`config.mk`:
```
export PLATFORM = sky130hd
export DESIGN_NAME = fifo_read_accum
export DESIGN_NICKNAME = d
export VERILOG_FILES = /design/src/rtl/fifo_read_accum.sv
export SDC_FILE = /design/constraint.sdc
export NUM_CORES = 1
export LEC_CHECK = 0
export ABC_CLOCK_PERIOD_IN_PS = 3300
export CAP_MARGIN = 20
export CORE_UTILIZATION = 40
export CTS_CLUSTER_SIZE = 24
export DETAILED_ROUTE_END_ITERATION = 8
export GPL_TIMING_DRIVEN = 0
export PLACE_DENSITY = 0.66
export SYNTH_ARGS = -nofsm -noshare
export SYNTH_HDL_FRONTEND = slang
export SYNTH_SLANG_ARGS = --single-unit
```
`constraint.sdc`:
```
create_clock -name clk -period 3.3 [get_ports clk]
set_clock_uncertainty 0.2 [all_clocks]
set_input_delay 0.66 -clock clk [delete_from_list [all_inputs] [get_ports clk]]
set_output_delay 0.66 -clock clk [all_outputs]
set_load 0.01 [all_outputs]
```
`src/rtl/fifo_read_accum.sv`:
```
// fifo_read_accum: on a start pulse, pops a run-time number of words from a FIFO read port
// and reduces them (LAST, SUM or unsigned MAX) into one registered result. The result is
// presented with valid until the next start is accepted.
//
// Ports:
//   clk, rst          clock; synchronous active-high reset
//   start             run request, accepted only when idle or done
//   count             words to pop this run (0 completes immediately with result 0)
//   mode              0/3 = LAST, 1 = SUM (wrapping), 2 = MAX (unsigned)
//   fifo_in_data      write data to FIFO, tied to 0
//   fifo_read_valid   one-cycle pop request per word
//   fifo_rst          FIFO reset, tied to 0
//   fifo_write_valid  FIFO write request, tied to 0
//   fifo_out_data     FIFO read data, valid the cycle after fifo_read_valid
//   fifo_read_ready   FIFO non-empty
//   fifo_write_ready  unused
//   return_value      reduced result, stable while valid
//   valid             result available
//   busy              run in progress
module fifo_read_accum #(
   parameter int unsigned DATA_WIDTH  = 32,
   parameter int unsigned COUNT_WIDTH = 8
) (
   input  logic                   clk,
   input  logic                   rst,
   input  logic                   start,
   input  logic [COUNT_WIDTH-1:0] count,
   input  logic [1:0]             mode,
   output logic [DATA_WIDTH-1:0]  fifo_in_data,
   output logic                   fifo_read_valid,
   output logic                   fifo_rst,
   output logic                   fifo_write_valid,
   input  logic [DATA_WIDTH-1:0]  fifo_out_data,
   input  logic                   fifo_read_ready,
   input  logic                   fifo_write_ready,
   output logic [DATA_WIDTH-1:0]  return_value,
   output logic                   valid,
   output logic                   busy
);

   typedef enum logic [2:0] {StIdle, StWait, StReq, StCap, StDone} state_e;

   state_e                 state_q, state_d;
   logic [DATA_WIDTH-1:0]  acc_q, acc_d;
   logic [DATA_WIDTH-1:0]  result_q, result_d;
   logic [COUNT_WIDTH-1:0] remaining_q, remaining_d;
   logic [1:0]             mode_q, mode_d;
   logic [DATA_WIDTH-1:0]  reduced;
   logic                   unused_write_ready;

   // Write side of the FIFO is never used.
   assign fifo_in_data       = '0;
   assign fifo_rst           = 1'b0;
   assign fifo_write_valid   = 1'b0;
   assign unused_write_ready = fifo_write_ready;

   // Reduction of the running accumulator with the word captured this cycle.
   // MAX needs no first-word special case since acc starts at 0.
   always_comb begin
      case (mode_q)
         2'd1:    reduced = acc_q + fifo_out_data;
         2'd2:    reduced = (fifo_out_data > acc_q) ? fifo_out_data : acc_q;
         default: reduced = fifo_out_data;
      endcase
   end

   // State register
   always_ff @(posedge clk) begin
      if (rst) begin
         state_q     <= StIdle;
         acc_q       <= '0;
         result_q    <= '0;
         remaining_q <= '0;
         mode_q      <= 2'd0;
      end else begin
         state_q     <= state_d;
         acc_q       <= acc_d;
         result_q    <= result_d;
         remaining_q <= remaining_d;
         mode_q      <= mode_d;
      end
   end

   // Next-state and datapath update
   always_comb begin
      state_d     = state_q;
      acc_d       = acc_q;
      result_d    = result_q;
      remaining_d = remaining_q;
      mode_d      = mode_q;
      case (state_q)
         StIdle, StDone: begin
            if (start) begin
               mode_d      = mode;
               acc_d       = '0;
               remaining_d = count;
               if (count == '0) begin
                  state_d  = StDone;
                  result_d = '0;
               end else begin
                  state_d  = StWait;
               end
            end
         end
         StWait: begin
            if (fifo_read_ready) state_d = StReq;
         end
         StReq: begin
            state_d = StCap;
         end
         StCap: begin
            acc_d       = reduced;
            remaining_d = remaining_q - COUNT_WIDTH'(1);
            if (remaining_q == COUNT_WIDTH'(1)) begin
               state_d  = StDone;
               result_d = reduced;
            end else if (fifo_read_ready) begin
               state_d  = StReq;
            end else begin
               state_d  = StWait;
            end
         end
         default: state_d = StIdle;
      endcase
   end

   // Outputs; the pop request is masked by rst so no pop escapes in a reset cycle.
   always_comb begin
      fifo_read_valid = (state_q == StReq) && !rst;
      valid           = (state_q == StDone);
      busy            = (state_q == StWait) || (state_q == StReq) || (state_q == StCap);
      return_value    = result_q;
   end

endmodule
```
==> Word-level counts from Yosys, hierarchy flattened <==
Index checks and enable logic that the tools add are counted.
{ "totals": {"ff_bits": 77, "latch_bits": 0, "ram_bits": 0, "rom_bits": 0, "out_inout_bits": 69, "mem_count": 0} }
{ "classes": {"add_sub_neg": 2, "multipliers": 0, "div_mod_pow": 0, "order_cmp": 1, "n_eq_ne": 11, "n_shift": 0, "muxes": 16, "n_bitwise": 0, "reduce_logical": 12} }
{ "ops": {"columns": ["operator", "n"], "rows": [
  ["32-bit case mux with 2 select lines", 3],
  ["32-bit 2-to-1 mux", 5],
  ["32-bit adder", 1],
  ["32-bit greater-than comparator", 1],
  ["8-bit case mux with 2 select lines", 1],
  ["3-bit 2-to-1 mux", 4],
  ["3-bit case mux with 4 select lines", 1],
  ["8-bit by 1-bit == test with 1-bit output, second input constant", 1],
  ["8-bit logical NOT", 1],
  ["8-bit 2-to-1 mux", 1],
  ["2-bit inequality test, second input constant", 4],
  ["8-bit by 1-bit subtractor with 8-bit output, second input constant", 1],
  ["3-bit by 2-bit == test with 1-bit output, second input constant", 2],
  ["2-bit AND reduction", 3],
  ["4-bit AND reduction", 1],
  ["3-bit by 1-bit == test with 1-bit output, second input constant", 1],
  ["3-bit == test, second input constant", 1],
  ["3-bit logical NOT", 1],
  ["2-bit by 1-bit == test with 1-bit output, second input constant", 1],
  ["2-bit == test, second input constant", 1],
  ["1-bit logical OR", 2],
  ["2-bit 2-to-1 mux", 1],
  ["2-bit nonzero test", 1],
  ["2-bit OR reduction", 1],
  ["2 further kinds", 2]
]} }

==> Logic depth before layout (Yosys ltp) <==
Gate-level depths: netlist of the first run.
{ "depth": {"depth_word": 5, "ltp_mapped": 14} }

==> Least setup slack after synthesis of the first run <==
Ideal clock, no wire load.
{ "synth_path": {"path_kind": "in2reg", "start": "input fifo_out_data[0]", "end": "register result_q[30] (netlist: return_value[30])", "t_arrival_ns": 3.159, "slack_ns": -0.130, "path_stages": 11, "path_cell_list": "ha_1 -> fa_1 -> nor2b_1 -> o211ai_1 -> a21oi_2 -> o41ai_2 -> o2111ai_1 -> a2111o_1 -> a31oi_1 -> o21bai_1 -> a21oi_1"} }
{ "synth_via": {"elab_chain_cells": 5, "elab_cells_between_ends": 6} }
{ "synth_lines": {"columns": ["item", "line", "source"], "rows": [
  ["from (decl)", "33", "input logic [DATA_WIDTH-1:0] fifo_out_data,"],
  ["32-bit greater-than comparator", "62", "2'd2: reduced = (fifo_out_data > acc_q) ? fifo_out_data : acc_q;"],
  ["32-bit 2-to-1 mux", "62", null],
  ["32-bit case mux with 2 select lines *", "60", "case (mode_q)"],
  ["32-bit 2-to-1 mux *", "114", "if (remaining_q == COUNT_WIDTH'(1)) begin"],
  ["32-bit case mux with 2 select lines *", "91", "case (state_q)"],
  ["to (signal assigned)", "78", "result_q <= result_d;"],
  ["to (decl)", "45", "logic [DATA_WIDTH-1:0] result_q, result_d;"]
]} }
Mark *: on every way between the ends. The rest lies on a longest branch, timed or not. The select of a mux whose other input is x is not followed.
A chain may end at the register's enable or synchronous reset.

==> Worst setup path after layout of the first run <==
{ "layout_path": {"start": "input fifo_out_data[14]", "end": "register acc_q[11]"} }
{ "layout_via": {"elab_chain_cells": 4} }
{ "layout_lines": {"columns": ["item", "line", "source"], "rows": [
  ["32-bit greater-than comparator", "62", null],
  ["32-bit 2-to-1 mux", "62", null],
  ["32-bit case mux with 2 select lines", "60", null],
  ["32-bit case mux with 2 select lines", "91", null],
  ["to (signal assigned)", "71", "acc_q <= '0;"],
  ["to (signal assigned)", "77", "acc_q <= acc_d;"],
  ["to (decl)", "44", "logic [DATA_WIDTH-1:0] acc_q, acc_d;"]
]} }
No other way between the ends.

==> metrics.yaml, run 1 <==
postRouteAntennaNets: 0
grt_pass1_vias: 6411
worstSetupStartpointType: "input port"
syn_avg_cell_area_um2: 7.67
drive_gt1_frac: 0.258
reg2reg_depth: 14
synth_edf_count: 0
die_h_um: 130
p_leak_nw: 3.68
grt_overflow: 0
netlist_instances: 856
layout_common_cells: "buf_4, nand2_1, dfxtp_1, inv_1, a21oi_1"
grt_pass1_wl_um: 34600
drt-met1-wl_um: 9950
antenna_found_initial: 0
die_x_um: 130
syn_area_um2: 6570
clockBufferDepth: 2
clk_pin_slew_ns: 0.06
finalCriticalPeriod_ns: 3.27
synth_top_area_share: 0.235
hold_depth: 2
cp.depth: 14
endpoint_kind: "flop"
rsz0062_at_grt: "yes"
wl_met3_um: 1940
cts_root_buffer: "clkbuf_16"
io-pin-count: 116
wl_per_cell_um: 18.4
ff2ff_setup_slack_ns: 0.07
finalSetupTns_ns: 0
finalHoldViolations: 0
internal_power_w: 0.00193
layout.nets: 1148
first_iter_violations: 859
dr_total_vias: 7153
h-tree-depth: 3
ctsHoldBuffers: 0
cts_tree: "built"
max_stage_delay_ns: 0.37
gp_congestion: 0.954
yosysTopAreaCell: "dfxtp_1"
swShare: 0.346
worst_hold_slack_ns: 0.247
final_max_slew_viol_count: 0
path_class: "input port to flop"
synth.top_cells.by_area: "dfxtp_1, ha_1, a21oi_1"
cts_buffers: 9
critPathSlowestCell: "a221oi_2"
synthDistinctLibCells: 73
worst_pin_slew_ns: 0.823
fin_cells: 1252
areaGrowthSynthToFinish_pct: 40.4
p_comb_frac: 0.343
relSlewSlack: 0.451
clock-sinks: 77
setup_viol: 0
ys_ff_latch: 77
via_per_inst: 5.71
track_usage: 0.270
worst_hold_path.endpoint: "acc_q[31]$_SDFFE_PP0P_"
routed_wirelength_um: 23100
worstPathArrival_ns: 3.28
placementRows: 46
path_cells: "buf_2 > ha_4 > buf_4 > a21oi_4 > a21oi_2 > a211o_1 > o31ai_2 > a22oi_2 > buf_6 > buf_12 > buf_4 > a22o_1 > a221oi_2 > o21ai_0"
design.core.area_um2: 15900
clock_latency_ns: 0.35
final_util: 0.579
timing.fmax_mhz: 306
drv_cap: 0
reg2reg_to: "acc_q[11]$_SDFFE_PP0P_"
finalCritPeriodShare: 0.992
critPathRequiredTime_ns: 3.30
clock_power_share: 0.320
synth_flop_cell: "dfxtp_1"
final_common_cell: "buf_4"
highest_layer: "met4"
path_max_fanout: 7
worstReg2RegStart: "acc_q[5]$_SDFFE_PP0P_"
hpwlAfterDp_um: 15700
ir_drop_mv: 0.267
synthArstFlopShare: 0
dr.pass1.iters: 8
wl_met2_um: 10500
seq_power_share: 0.336
p_per_area_nw_per_um2: 321
path_buf_inv: 5
grt_max_degree: 12
yosysSeqAreaShare: 0.235
outcome: "finished clean"
hp-start: "acc_q[31]$_SDFFE_PP0P_"
cp_top_family: "compound AO/OA/AOI/OAI gates"
dp_cells: 1185
hp-class: "flop to flop"
start_util: 0.412
port-buffer-count: 80
switchingPower_w: 0.00102
num-fill-cells: 1450
diodes: 0
drc: 0
cpMostUsedCell: "buf_4"
ys_warn_count: 0
dieArea_um2: 16900
[layer usage]
metal	global-route usage	vias to the layer above
li1	-	3405
met1	0.348	3331
met2	0.424	359
met3	0.0570	58
met4	0.135	0
met5	0	-
[power by group through the flow]
stage,logic [W],registers [W],clock network (W)
2_1_floorplan,0.000532,0.00101,0
3_3_place_gp,0.000788,0.00101,0
3_5_place_dp,0.000791,0.00101,0
4_1_cts,0.000930,0.000993,0.000950
5_1_grt,0.00109,0.00100,0.000999
6_report,0.00102,0.000994,0.000948
[worst min-delay path: stages, from the launching register on]
cell,delay [ns]
dfxtp_1,0.31
nand2_1,0.05
nand2_1,0.04
[cell type report]
cell class                      instances  area [µm²]  share of cell area
Inverter                               69         259              0.0281
Multi-Input combinational cell        665        5200               0.564
Tap cell                              216         270              0.0293
Buffer                                 67         455              0.0494
Sequential cell                        77        1560               0.169
Clock buffer                           12         256              0.0278
Clock inverter                          2        10.0             0.00109
Timing Repair Buffer                  144        1210               0.131
[cells by family (layout without fill, tap and decap cells)]
| kind of cell | count (synthesis) | in the layout | share of synthesized area |
|---|---|---|---|
| AND/OR/NAND/NOR | 252 | 252 | 0.185 |
| multiplexers | 14 | 14 | 0.0213 |
| XOR/XNOR | 20 | 20 | 0.0267 |
| flip-flops | 77 | 77 | 0.235 |
| adder cells (fa/ha/maj) | 68 | 68 | 0.131 |
| buffers and inverters | 147 | 294 | 0.110 |
| other | 1 | 34 | 0.000571 |
| AO/OA/AOI/OAI | 277 | 277 | 0.292 |
[synthesized netlist by cell type (17+ instances only)]
cell type	number
nand2_1	87
dfxtp_1	77
a21oi_1	67
ha_1	67
inv_1	67
o21ai_0	58
nor2_1	54
buf_4	36
clkbuf_1	31
a22o_1	28
nand3_1	19
xnor2_1	18
nor3_1	17
[what timing repair did]
action | in CTS | in global routing
buffers inserted | 38 | 24
endpoints found under the setup margin | 65 | 63
gates cloned | 2 | 0
pin swaps | 51 | 46
gates resized for setup | 221 | 88
[how the worst max path moves through the flow]
stage	from	endpoint	slack, ns
after detailed placement	fifo_out_data[0]	return_value[28]$_SDFFE_PP0P_	-1.28
after CTS	fifo_out_data[19]	acc_q[13]$_SDFFE_PP0P_	0.0001
after floorplan	fifo_out_data[11]	acc_q[29]$_SDFFE_PP0P_	0.004
final	fifo_out_data[14]	acc_q[11]$_SDFFE_PP0P_	0.03
after global routing	acc_q[4]$_SDFFE_PP0P_	return_value[29]$_SDFFE_PP0P_	-0.06
after global placement	fifo_out_data[0]	return_value[28]$_SDFFE_PP0P_	-1.26
[through the flow]
step	power, W	instance area, µm²	setup WS [ns]
after global placement	0.00180	7770	-1.26
final	0.00296	9220	0.0269
after global routing	0.00309	9220	-0.0616
after CTS	0.00287	8950	0.000138
after floorplan	0.00154	6700	0.00371
after detailed placement	0.00180	7770	-1.28
[registers in the layout, indices dropped and copies added (netlist names)]
name	cells
acc_q	32
return_value	32
remaining_q	8
state_q	3
mode_q	2
Note: power is estimated with default switching activity, not from simulation.
==> run 2: changes to the inputs <==
- ABC_CLOCK_PERIOD_IN_PS: 3300 -> 2700
- clock period: 3.3 -> 2.7 ns (I/O delays scaled with it)
==> metrics.yaml, run 2 (synthesized netlist as in run 1, its figures left out) <==
h-tree-depth: 3
worstReg2RegStart: "acc_q[27]$_SDFFE_PP0P_"
relSlewSlack: 0.361
p_leak_nw: 3.85
path_max_fanout: 9
layout_common_cells: "buf_4, nand2_1, inv_1, a21oi_1, dfxtp_1"
path_class: "flop to flop"
setup_viol: 64
path_cells: "inv_1 > ha_4 > clkinvlp_4 > or3_4 > a21oi_4 > nor4_4 > a22oi_2 > buf_4 > nor2_4 > buf_6 > a22o_1 > a222oi_1 > buf_4 > o21ai_2"
dr.pass1.iters: 6
critPathSlowestCell: "or3_4"
antenna_found_initial: 0
fin_area_um2: 9670
worst_hold_path.endpoint: "return_value[18]$_SDFFE_PP0P_"
cts_buffers: 9
die_h_um: 130
reg2reg_depth: 14
clock-sinks: 77
hold_depth: 2
path_buf_inv: 5
final_common_cell: "buf_4"
setup_slack_ns: -0.540
areaGrowthSynthToFinish_pct: 47.2
reg2reg_to: "acc_q[2]$_SDFFE_PP0P_"
finalCriticalPeriod_ns: 3.24
drc: 0
start_util: 0.412
cp.depth: 14
dr_total_vias: 7312
layout.nets: 1163
max_stage_delay_ns: 0.41
port-buffer-count: 80
drive_gt1_frac: 0.313
die_x_um: 130
first_iter_violations: 815
endpoint_kind: "flop"
clk_pin_slew_ns: 0.06
clock_latency_ns: 0.36
cp_top_family: "compound AO/OA/AOI/OAI gates"
dp_cells: 1185
finalHoldViolations: 0
grt_pass1_vias: 6611
cts_tree: "built"
finalCritPeriodShare: 1.20
routed_wirelength_um: 23900
placementRows: 46
timing.fmax_mhz: 309
grt_pass1_wl_um: 35500
ir_drop_mv: 0.318
design.core.area_um2: 15900
ff2ff_setup_slack_ns: -0.54
worstSetupStartpointType: "flop"
rsz0062_at_grt: "yes"
diodes: 0
violations: "negative setup slack"
hpwlAfterDp_um: 15700
worst_pin_slew_ns: 0.959
cpMostUsedCell: "buf_4"
grt_overflow: 0
ctsHoldBuffers: 0
track_usage: 0.278
clockBufferDepth: 2
gp_congestion: 0.953
hp-start: "return_value[18]$_SDFFE_PP0P_"
drv_cap: 0
outcome: "finished with violations"
cts_root_buffer: "clkbuf_16"
via_per_inst: 5.76
wl_per_cell_um: 18.8
fin_cells: 1269
p_per_area_nw_per_um2: 397
final_max_slew_viol_count: 0
num-fill-cells: 1396
dieArea_um2: 16900
grt_max_degree: 14
postRouteAntennaNets: 0
place_area_um2: 7950
hp-class: "flop to flop"
worstPathArrival_ns: 3.26
critPathRequiredTime_ns: 2.72
io-pin-count: 116
[run 2: changes by cell type in the layout (fill, tap and decap cells not counted), moves of 6 or more]
cell | previous run | this run
dfxtp_1 | 65 | 54
o21ai_2 | 4 | 10
o21ai_0 | 44 | 18
o21ai_1 | 18 | 38
dfxtp_2 | 11 | 21
buf_4 | 94 | 101
[run 2: worst min-delay path, stage by stage (launching register included)]
cell and delay (ns):
dfxtp_1 0.31, nand2_1 0.05, o21ai_1 0.05
[run 2: layout make-up]
type / count / area (µm²) / area share
multi-input combinational: 665 / 5390 / 0.557
sequential: 77 / 1580 / 0.163
timing repair buffer: 158 / 1390 / 0.143
buffer: 68 / 469 / 0.0485
tap: 216 / 270 / 0.0280
inverter: 69 / 269 / 0.0278
clock buffer: 11 / 253 / 0.0261
clock inverter: 5 / 58.8 / 0.00608
[run 2: what timing repair did]
item / 4_1_cts / 5_1_grt
gates resized for setup: 225 / 103
endpoints found under the setup margin: 65 / 65
hold endpoints to repair: 0 / 0
cloned: 4 / 0
pin swaps: 71 / 57
setup buffers: 48 / 28
[run 2: worst max-delay path by stage]
| stage | from | slack [ns] | end |
|---|---|---|---|
| floorplan | fifo_out_data[0] | -0.39 | return_value[30]$_SDFFE_PP0P_ |
| global placement | fifo_out_data[11] | -1.61 | return_value[28]$_SDFFE_PP0P_ |
| detailed placement | fifo_out_data[11] | -1.60 | return_value[28]$_SDFFE_PP0P_ |
| CTS | acc_q[12]$_SDFFE_PP0P_ | -0.57 | acc_q[2]$_SDFFE_PP0P_ |
| global route | acc_q[27]$_SDFFE_PP0P_ | -0.63 | acc_q[8]$_SDFFE_PP0P_ |
| finish | acc_q[27]$_SDFFE_PP0P_ | -0.54 | acc_q[2]$_SDFFE_PP0P_ |
[run 2: per-layer routing]
layer / global-route usage / vias to the layer above / share of wire
met5: 0 / - / 0
met2: 0.454 / 394 / 0.46
li1: - / 3450 / -
met3: 0.0324 / 66 / 0.085
met1: 0.367 / 3402 / 0.42
met4: 0.123 / 0 / 0.035
[run 2: per-stage QoR]
step,power [W],utilization,setup slack [ns],TNS (ns),hold slack (ns)
finish,0.00384,0.606,-0.540,-27.51,0.244
global route,0.00399,0.606,-0.631,-34.20,0.261
CTS,0.00375,0.586,-0.565,-29.94,0.248
global placement,0.00224,0.499,-1.61,-81.19,0.227
floorplan,0.00191,-,-0.386,-14.49,0.216
detailed placement,0.00224,0.499,-1.60,-82.02,0.236
[run 2: where the power goes]
part           leakage (nW)  internal, W  total (W)  switching (W)
clock                 0.148     0.000766    0.00129       0.000520
sequential            0.635      0.00118    0.00122      0.0000419
combinational          3.07     0.000579    0.00134       0.000758
total                  3.85      0.00252    0.00384        0.00132
